## config.mk

```make
export PLATFORM = sky130hd
export DESIGN_NAME = ball_motion_ctrl
export DESIGN_NICKNAME = d
export VERILOG_FILES = /design/src/rtl/ball_motion_ctrl.sv
export SDC_FILE = /design/constraint.sdc
export NUM_CORES = 1
export LEC_CHECK = 0
export CAP_MARGIN = 0
export CORE_MARGIN = 5
export CORE_UTILIZATION = 25
export DETAILED_ROUTE_END_ITERATION = 8
export DONT_BUFFER_PORTS = 1
export PLACE_DENSITY_LB_ADDON = 0.15
export SYNTH_ARGS = -nofsm -noshare
export SYNTH_HDL_FRONTEND = slang
export SYNTH_SLANG_ARGS = --single-unit
```

## constraint.sdc

```tcl
create_clock -name Clk -period 2.3 [get_ports Clk]
set_clock_uncertainty 0.15 [all_clocks]
set_input_delay 0.46 -clock Clk [delete_from_list [all_inputs] [get_ports Clk]]
set_output_delay 0.46 -clock Clk [all_outputs]
set_load 0.05 [all_outputs]
```

## src/rtl/ball_motion_ctrl.sv

```systemverilog
// ---------------------------------------------------------------------------
// ball_motion_ctrl
//   Once per frame, works out the ball's motion vector and sends it to the
//   ball position register. Keyboard direction keys and the space (pause) key
//   are latched as they arrive. On each frame tick the FSM resolves them
//   against the pause state and the wall limits. It then drives a registered
//   motion vector with a one-cycle Update strobe.
//
// Ports
//   Clk          system clock, all state on its rising edge
//   Reset        asynchronous active-low reset
//   frame_clk    frame-rate pulse, asynchronous to Clk
//   keycode[7:0] current USB keycode (0 = none)
//   BallX/BallY  current ball centre (10-bit)
//   BallS        ball half-size (10-bit)
//   Motion_X/Y   two's-complement motion, stable between APPLY cycles
//   Update       one-Clk strobe, the datapath adds Motion_X/Y on this cycle
//   Paused       high while motion is frozen
//   Busy         high in EVAL and APPLY
//   o_dbg_state  current FSM state (IDLE=0, EVAL=1, APPLY=2)
//
// Handshake: Update is a single-cycle, unacknowledged strobe. Motion_X/Y are
// valid whenever Update is high and hold until the next APPLY. The sink
// cannot stall the controller.
// ---------------------------------------------------------------------------
module ball_motion_ctrl #(
  parameter int         X_MIN = 0,
  parameter int         X_MAX = 639,
  parameter int         Y_MIN = 0,
  parameter int         Y_MAX = 479,
  parameter logic [9:0] STEP  = 10'd1
) (
  input  logic       Clk,
  input  logic       Reset,
  input  logic       frame_clk,
  input  logic [7:0] keycode,
  input  logic [9:0] BallX,
  input  logic [9:0] BallY,
  input  logic [9:0] BallS,
  output logic [9:0] Motion_X,
  output logic [9:0] Motion_Y,
  output logic       Update,
  output logic       Paused,
  output logic       Busy,
  output logic [1:0] o_dbg_state
);

  typedef enum logic [1:0] {
    IDLE  = 2'd0,
    EVAL  = 2'd1,
    APPLY = 2'd2
  } state_t;

  typedef enum logic [1:0] {
    DIR_A = 2'd0,
    DIR_D = 2'd1,
    DIR_W = 2'd2,
    DIR_S = 2'd3
  } dir_t;

  localparam logic [7:0] KEY_A     = 8'h04;
  localparam logic [7:0] KEY_D     = 8'h07;
  localparam logic [7:0] KEY_S     = 8'h16;
  localparam logic [7:0] KEY_W     = 8'h1A;
  localparam logic [7:0] KEY_SPACE = 8'h2C;

  localparam logic signed [10:0] X_MIN_S = 11'(X_MIN);
  localparam logic signed [10:0] X_MAX_S = 11'(X_MAX);
  localparam logic signed [10:0] Y_MIN_S = 11'(Y_MIN);
  localparam logic signed [10:0] Y_MAX_S = 11'(Y_MAX);
  localparam logic [9:0]         STEP_N  = -STEP;

  state_t     r_state;
  state_t     w_state_nxt;
  logic       r_fs1;
  logic       r_fs2;
  logic       r_fs3;
  logic       r_frame_tick;
  logic [7:0] r_key_prev;
  dir_t       r_pend_dir;
  logic       r_pend_valid;
  logic       r_pend_pause;
  logic [9:0] r_motion_x;
  logic [9:0] r_motion_y;
  logic       r_update;
  logic       r_paused;

  logic       w_key_dir;
  dir_t       w_key_dir_val;
  logic       w_space_edge;
  logic       w_paused_nxt;
  logic       w_take_dir;
  logic [9:0] w_cand_x;
  logic [9:0] w_cand_y;
  logic [9:0] w_clamp_x;
  logic [9:0] w_clamp_y;
  logic signed [10:0] w_x_lo;
  logic signed [10:0] w_x_hi;
  logic signed [10:0] w_y_lo;
  logic signed [10:0] w_y_hi;

  // Reflect a component that points into a wall the ball already touches.
  // A zero component is left alone.
  function automatic logic [9:0] clamp_axis(
    input logic [9:0]         cand,
    input logic signed [10:0] lo,
    input logic signed [10:0] hi,
    input logic signed [10:0] lim_lo,
    input logic signed [10:0] lim_hi
  );
    logic [9:0] res;
    res = cand;
    if (cand[9] && (lo <= lim_lo)) begin
      res = STEP;
    end else if (!cand[9] && (cand != 10'd0) && (hi >= lim_hi)) begin
      res = STEP_N;
    end
    return res;
  endfunction

  // Frame clock synchronizer and rising-edge detect. The tick is registered,
  // so it lands three Clk after the frame_clk rise.
  always_ff @(posedge Clk or negedge Reset) begin
    if (!Reset) begin
      r_fs1        <= 1'b0;
      r_fs2        <= 1'b0;
      r_fs3        <= 1'b0;
      r_frame_tick <= 1'b0;
    end else begin
      r_fs1        <= frame_clk;
      r_fs2        <= r_fs1;
      r_fs3        <= r_fs2;
      r_frame_tick <= r_fs2 & ~r_fs3;
    end
  end

  // Key decode.
  always_comb begin
    w_key_dir     = 1'b1;
    w_key_dir_val = DIR_A;
    case (keycode)
      KEY_A:   w_key_dir_val = DIR_A;
      KEY_D:   w_key_dir_val = DIR_D;
      KEY_W:   w_key_dir_val = DIR_W;
      KEY_S:   w_key_dir_val = DIR_S;
      default: w_key_dir     = 1'b0;
    endcase
  end

  assign w_space_edge = (keycode == KEY_SPACE) && (r_key_prev != KEY_SPACE);

  // Evaluation datapath, used only in EVAL. The direction key is honoured
  // against the pause state after this frame's toggle, so an unpausing
  // frame already moves in the newly pressed direction.
  assign w_paused_nxt = r_paused ^ r_pend_pause;
  assign w_take_dir   = r_pend_valid && !w_paused_nxt;

  always_comb begin
    w_cand_x = r_motion_x;
    w_cand_y = r_motion_y;
    if (w_take_dir) begin
      w_cand_x = 10'd0;
      w_cand_y = 10'd0;
      case (r_pend_dir)
        DIR_A:   w_cand_x = STEP_N;
        DIR_D:   w_cand_x = STEP;
        DIR_W:   w_cand_y = STEP_N;
        default: w_cand_y = STEP;
      endcase
    end
  end

  // Widen to 11-bit signed, so a small ball near the origin cannot wrap.
  assign w_x_lo = $signed({1'b0, BallX}) - $signed({1'b0, BallS});
  assign w_x_hi = $signed({1'b0, BallX}) + $signed({1'b0, BallS});
  assign w_y_lo = $signed({1'b0, BallY}) - $signed({1'b0, BallS});
  assign w_y_hi = $signed({1'b0, BallY}) + $signed({1'b0, BallS});

  assign w_clamp_x = clamp_axis(w_cand_x, w_x_lo, w_x_hi, X_MIN_S, X_MAX_S);
  assign w_clamp_y = clamp_axis(w_cand_y, w_y_lo, w_y_hi, Y_MIN_S, Y_MAX_S);

  // FSM next state. A tick outside IDLE is dropped.
  always_comb begin
    w_state_nxt = r_state;
    case (r_state)
      IDLE:    if (r_frame_tick) w_state_nxt = EVAL;
      EVAL:    w_state_nxt = APPLY;
      APPLY:   w_state_nxt = IDLE;
      default: w_state_nxt = IDLE;
    endcase
  end

  always_ff @(posedge Clk or negedge Reset) begin
    if (!Reset) begin
      r_state <= IDLE;
    end else begin
      r_state <= w_state_nxt;
    end
  end

  // Pending key capture. A fresh capture overrides a clear in the same
  // cycle, so the new key stays pending for the next frame.
  always_ff @(posedge Clk or negedge Reset) begin
    if (!Reset) begin
      r_key_prev   <= 8'h00;
      r_pend_dir   <= DIR_A;
      r_pend_valid <= 1'b0;
      r_pend_pause <= 1'b0;
    end else begin
      r_key_prev <= keycode;
      if (w_key_dir) begin
        r_pend_dir   <= w_key_dir_val;
        r_pend_valid <= 1'b1;
      end else if ((r_state == EVAL) && w_take_dir) begin
        r_pend_valid <= 1'b0;
      end
      if (w_space_edge) begin
        r_pend_pause <= 1'b1;
      end else if (r_state == EVAL) begin
        r_pend_pause <= 1'b0;
      end
    end
  end

  // Motion and strobe are loaded as EVAL ends, so they are valid for the
  // whole APPLY cycle.
  always_ff @(posedge Clk or negedge Reset) begin
    if (!Reset) begin
      r_motion_x <= 10'd0;
      r_motion_y <= 10'd0;
      r_update   <= 1'b0;
      r_paused   <= 1'b0;
    end else begin
      r_update <= 1'b0;
      if (r_state == EVAL) begin
        r_paused   <= w_paused_nxt;
        r_motion_x <= w_clamp_x;
        r_motion_y <= w_clamp_y;
        r_update   <= !w_paused_nxt;
      end
    end
  end

  assign Motion_X    = r_motion_x;
  assign Motion_Y    = r_motion_y;
  assign Update      = r_update;
  assign Paused      = r_paused;
  assign Busy        = (r_state == EVAL) || (r_state == APPLY);
  assign o_dbg_state = r_state;

endmodule

```

==> summary by stage <==
Power
Of the total power, the clock network draws 18.5%. The largest vdd supply drop is 0.717 mV. Registers are responsible for 24.8% of the overall power.

Net switching is 45.6% of the power. Of the total power, combinational logic draws 56.6%. The switching power total is 2.06 mW. The power consumption is 4.52 mW. Dividing total power by cell area gives a power density of 907 nW/µm². The internal portion of the total power is 2.46 mW. Summed over all cells, the static leakage comes to 2.21 nW.

Floorplan
66 I/O pins were placed. For this configuration, the core starts out at a cell density of 25.5%. The horizontal die dimension is 126 µm. The die outline height is 126 µm.

The core region is 13200 µm². The row count is 42. The area of the die is 15900 µm².

Synth
Synthesis produced a netlist with a net count of 482. The commonest cells after synthesis are ha_1 (44), inv_1 (41), dfrtp_1 (40). The synthesized design contains 0 enable-type register cells.

In the synthesized netlist the dominant register cell turns out to be dfrtp_1. Summing the areas of all compound-gate instances in the mapped netlist gives 20.7% of the synthesized area. Sorting the synthesized cells by area gives the leading types as dfrtp_1 (30%), ha_1 (16%), inv_1 (4.6%).

The portion of the post-synthesis area used by sequential elements is 29.6%. Yosys mapped the design onto 57 distinct sky130hd cell types. In this run the mean area of a mapped cell was 8.60 µm². The cell count after synthesis is 393.

By area, the combinational part of the netlist is dominated by compound AO/OA/AOI/OAI gates. Of all cell types, the one taking the most synthesized area is dfrtp_1. ha_1 is the most common cell in the netlist. The number of warning messages in the yosys log is 0. Of the total synthesized cell area, the portion taken by XOR and XNOR cells is 6.48%.

The register bit total from synthesis is 40. The portion of netlist area occupied by mux cells is 0.296%. For this run, asynchronously set or reset flops after synthesis account for 100%. The post-synth design cell area is 3380 µm². After Yosys synthesis, full adders, half adders and majority gates account for 18.7% of the synthesized area. The share of synthesized area in the top cell type comes to 29.6%. The simple-gate share of the synthesized area is 18.8%.

Route
The routed layout has 3106 vias. The pre-antenna-repair detailed-routing pass consisted of 4 iterations. The detailed router's first-iteration violation count is 110.

Using the TritonRoute via totals, the vias-per-cell ratio works out to 4.66. The total detailed-routing wirelength is 9850 µm. The detail route stage leaves a number of antenna-violating nets equal to 0. Dividing the detail-routed wire length by the instance count gives 14.8 µm.

The number of DRC violations after detailed routing is 0.

Cells and area
The layout-stage area growth over the synthesis result is 47.5%. Cells with a size suffix above 1 make up 35.5% of the layout. The count of filler cells inserted in the layout is 1376. The area of all sequential standard cells is 1000 µm². In the final design database the tool counted 578 nets.

The area taken by multi-input logic gates is 2660 µm². The finished layout cell area is 4990 µm². 0 antenna diodes ended up in the layout.

Critical path
STA classifies the critical path startpoint as a primary input. The endpoint kind of the worst setup timing path is a flop. The top fanout value on the critical path is 5.

Data on the critical path is required at its endpoint by 2.36 ns. The worst setup path is of the in2reg kind. The launch point of the worst path is BallS[1]. Data arrives at the worst endpoint at 2.75 ns.

The startpoint identified for the worst register-to-register timing path is r_pend_pause$_DFFE_PN0P_.

CTS
The clock slew seen by the registers of the worst setup and hold paths is 0.06 ns. CTS built an H-tree with a depth of 2. The tree is rooted in a clkbuf_16.

The clock latency at the later pin of the worst-skew pair is 0.28 ns. The CTS buffer count is 5. The number of clock sinks seen by CTS is 40. The CTS tree is done. The maximum root-to-sink buffer count is 2.

Placed design
The detailed placer's ending HPWL is 7980 µm. The routability congestion estimate from global placement is 0.784. The area of placed instances is 4350 µm². The count of buffers added on input and output ports is 0.

Timing analysis after detailed placement gives a worst setup slack of -0.842 ns.

STA
The post-route clock period utilization is 117%. The count of endpoints failing setup in the final report is 20. The shortest clock period the worst path allows after layout is 2.69 ns. For the pin with the worst max-slew slack, the measured transition is 0.516 ns.

Setup repair after global routing could not meet its margin everywhere. Adding up every negative setup slack in the final design gives -7.06 ns. The maximum operating frequency is 371 MHz. The final-report max-slew violation count is 0.

The hold violation count in the final report is 0. The smallest setup slack after layout is -0.395 ns. In this run the tightest slew margin relative to its limit is 65.6%.

Worst hold path
The startpoint of the tightest hold check path is keycode[2]. The path class of the lowest-slack min-delay path is in2reg.

Global route
For this run, the total global-route usage over all layers was measured as 12.6%. The via count of the first global-routing pass came to 3249. The initial antenna violation count is 0. Entering global routing, the biggest net connects 41 pins. Summed over all layers, the global routing overflow is 0. The first global-routing pass estimated 16400 µm of wire.

Job
The count of maximum capacitance violations is 0.

Outcome
The checks that failed: negative setup slack. The flow ran to the end, but the final reports show violations.
## registers in the layout, indices dropped and copies added, names as in the netlist, 2 cells and up
register and count:
Motion_X 10, Motion_Y 10, r_key_prev 8, o_dbg_state 2
r_pend_dir 2
## layout make-up
| type | instances | share of cell area (%) |
|---|---|---|
| Inverter | 41 | 3.61 |
| Timing Repair Buffer | 96 | 15.0 |
| Tap cell | 176 | 4.42 |
| Clock buffer | 7 | 3.06 |
| Sequential cell | 40 | 20.1 |
| Clock inverter | 1 | 0.602 |
| Multi-Input combinational cell | 305 | 53.2 |
## critical path: stages
cell        delay, ns
clkinvlp_4       0.12
buf_4            0.17
ha_4             0.23
nand2b_4         0.07
a21oi_2          0.07
or4_4            0.42
a21boi_2         0.14
o211ai_1         0.13
buf_4            0.17
o311a_4          0.36
buf_4            0.15
nand2b_1         0.13
a21oi_1          0.14
## power by group through the flow
stage	logic (mW)	clock network [mW]	registers, mW
final	2.56	0.839	1.12
after global routing	2.79	0.896	1.15
after CTS	2.49	0.859	1.13
after detailed placement	2.35	0	1.13
after global placement	2.34	0	1.13
after floorplan	0.997	0	1.75
## worst paths after layout
kind | to | slack (ns) | cells after the start
setup / recovery | Motion_X[0]$_DFFE_PN0N_ | -0.39 | 13
hold / removal | r_key_prev[2]$_DFF_PN0_ | 0.05 | 0
setup reg to reg | Motion_Y[7]$_DFFE_PN0N_ | 0.14 | 9
hold reg to reg | r_fs2$_DFF_PN0_ | 0.20 | 0
max in group asynchronous | Motion_Y[6]$_DFFE_PN0N_ | 1.32 | 2
min in group asynchronous | r_frame_tick$_DFF_PN0_ | 0.49 | 2
## metal layers
metal / routed length [µm] / track usage (%) / up-vias
li1: - / - / 1563
met5: 0 / 0 / -
met4: 108 / 3.22 / 0
met1: 4210 / 15.6 / 1457
met2: 4600 / 20.4 / 78
met3: 944 / 5.21 / 8
## logic make-up after synthesis
kind of cell | after synthesis
compound gates | 103
xor+xnor | 25
fa+ha+maj | 48
buf+inv | 48
flops | 40
mux | 1
simple gates | 128
## cells in the final DEF (no fill, tap or decap), types with 4 or more instances in the layout
| cell | n |
|---|---|
| a21oi_1 | 24 |
| ha_4 | 9 |
| clkbuf_16 | 5 |
| xnor2_1 | 15 |
| nand2_1 | 31 |
| nand3_1 | 6 |
| xor2_1 | 7 |
| fa_2 | 4 |
| nor2_1 | 31 |
| nor2b_1 | 4 |
| a21oi_2 | 5 |
| o21a_1 | 4 |
| buf_4 | 91 |
| nand2b_1 | 11 |
| inv_1 | 35 |
| o21ai_1 | 8 |
| nor3_1 | 12 |
| o21ai_2 | 7 |
| ha_1 | 33 |
| dfrtp_1 | 40 |
| o21ai_0 | 11 |
| nand4_1 | 4 |
## repair_timing
item | in CTS | in global routing
pin swaps | 22 | 22
hold buffers | 2 | 0
setup endpoints to repair | 20 | 20
resized for setup | 42 | 29
endpoints found under the hold margin | 40 | 0
setup buffers | 7 | 1
## per-stage QoR
| stage | cells | hold WS (ns) | util (%) |
|---|---|---|---|
| floorplan | 393 | 0.0144 | - |
| global placement | 648 | 0.0160 | 32.9 |
| detailed placement | 648 | 0.0162 | 32.9 |
| CTS | 665 | 0.0431 | 36.2 |
| global route | 666 | 0.0367 | 37.7 |
| finish | 666 | 0.0508 | 37.7 |
Power figures use the tool's default switching activity.
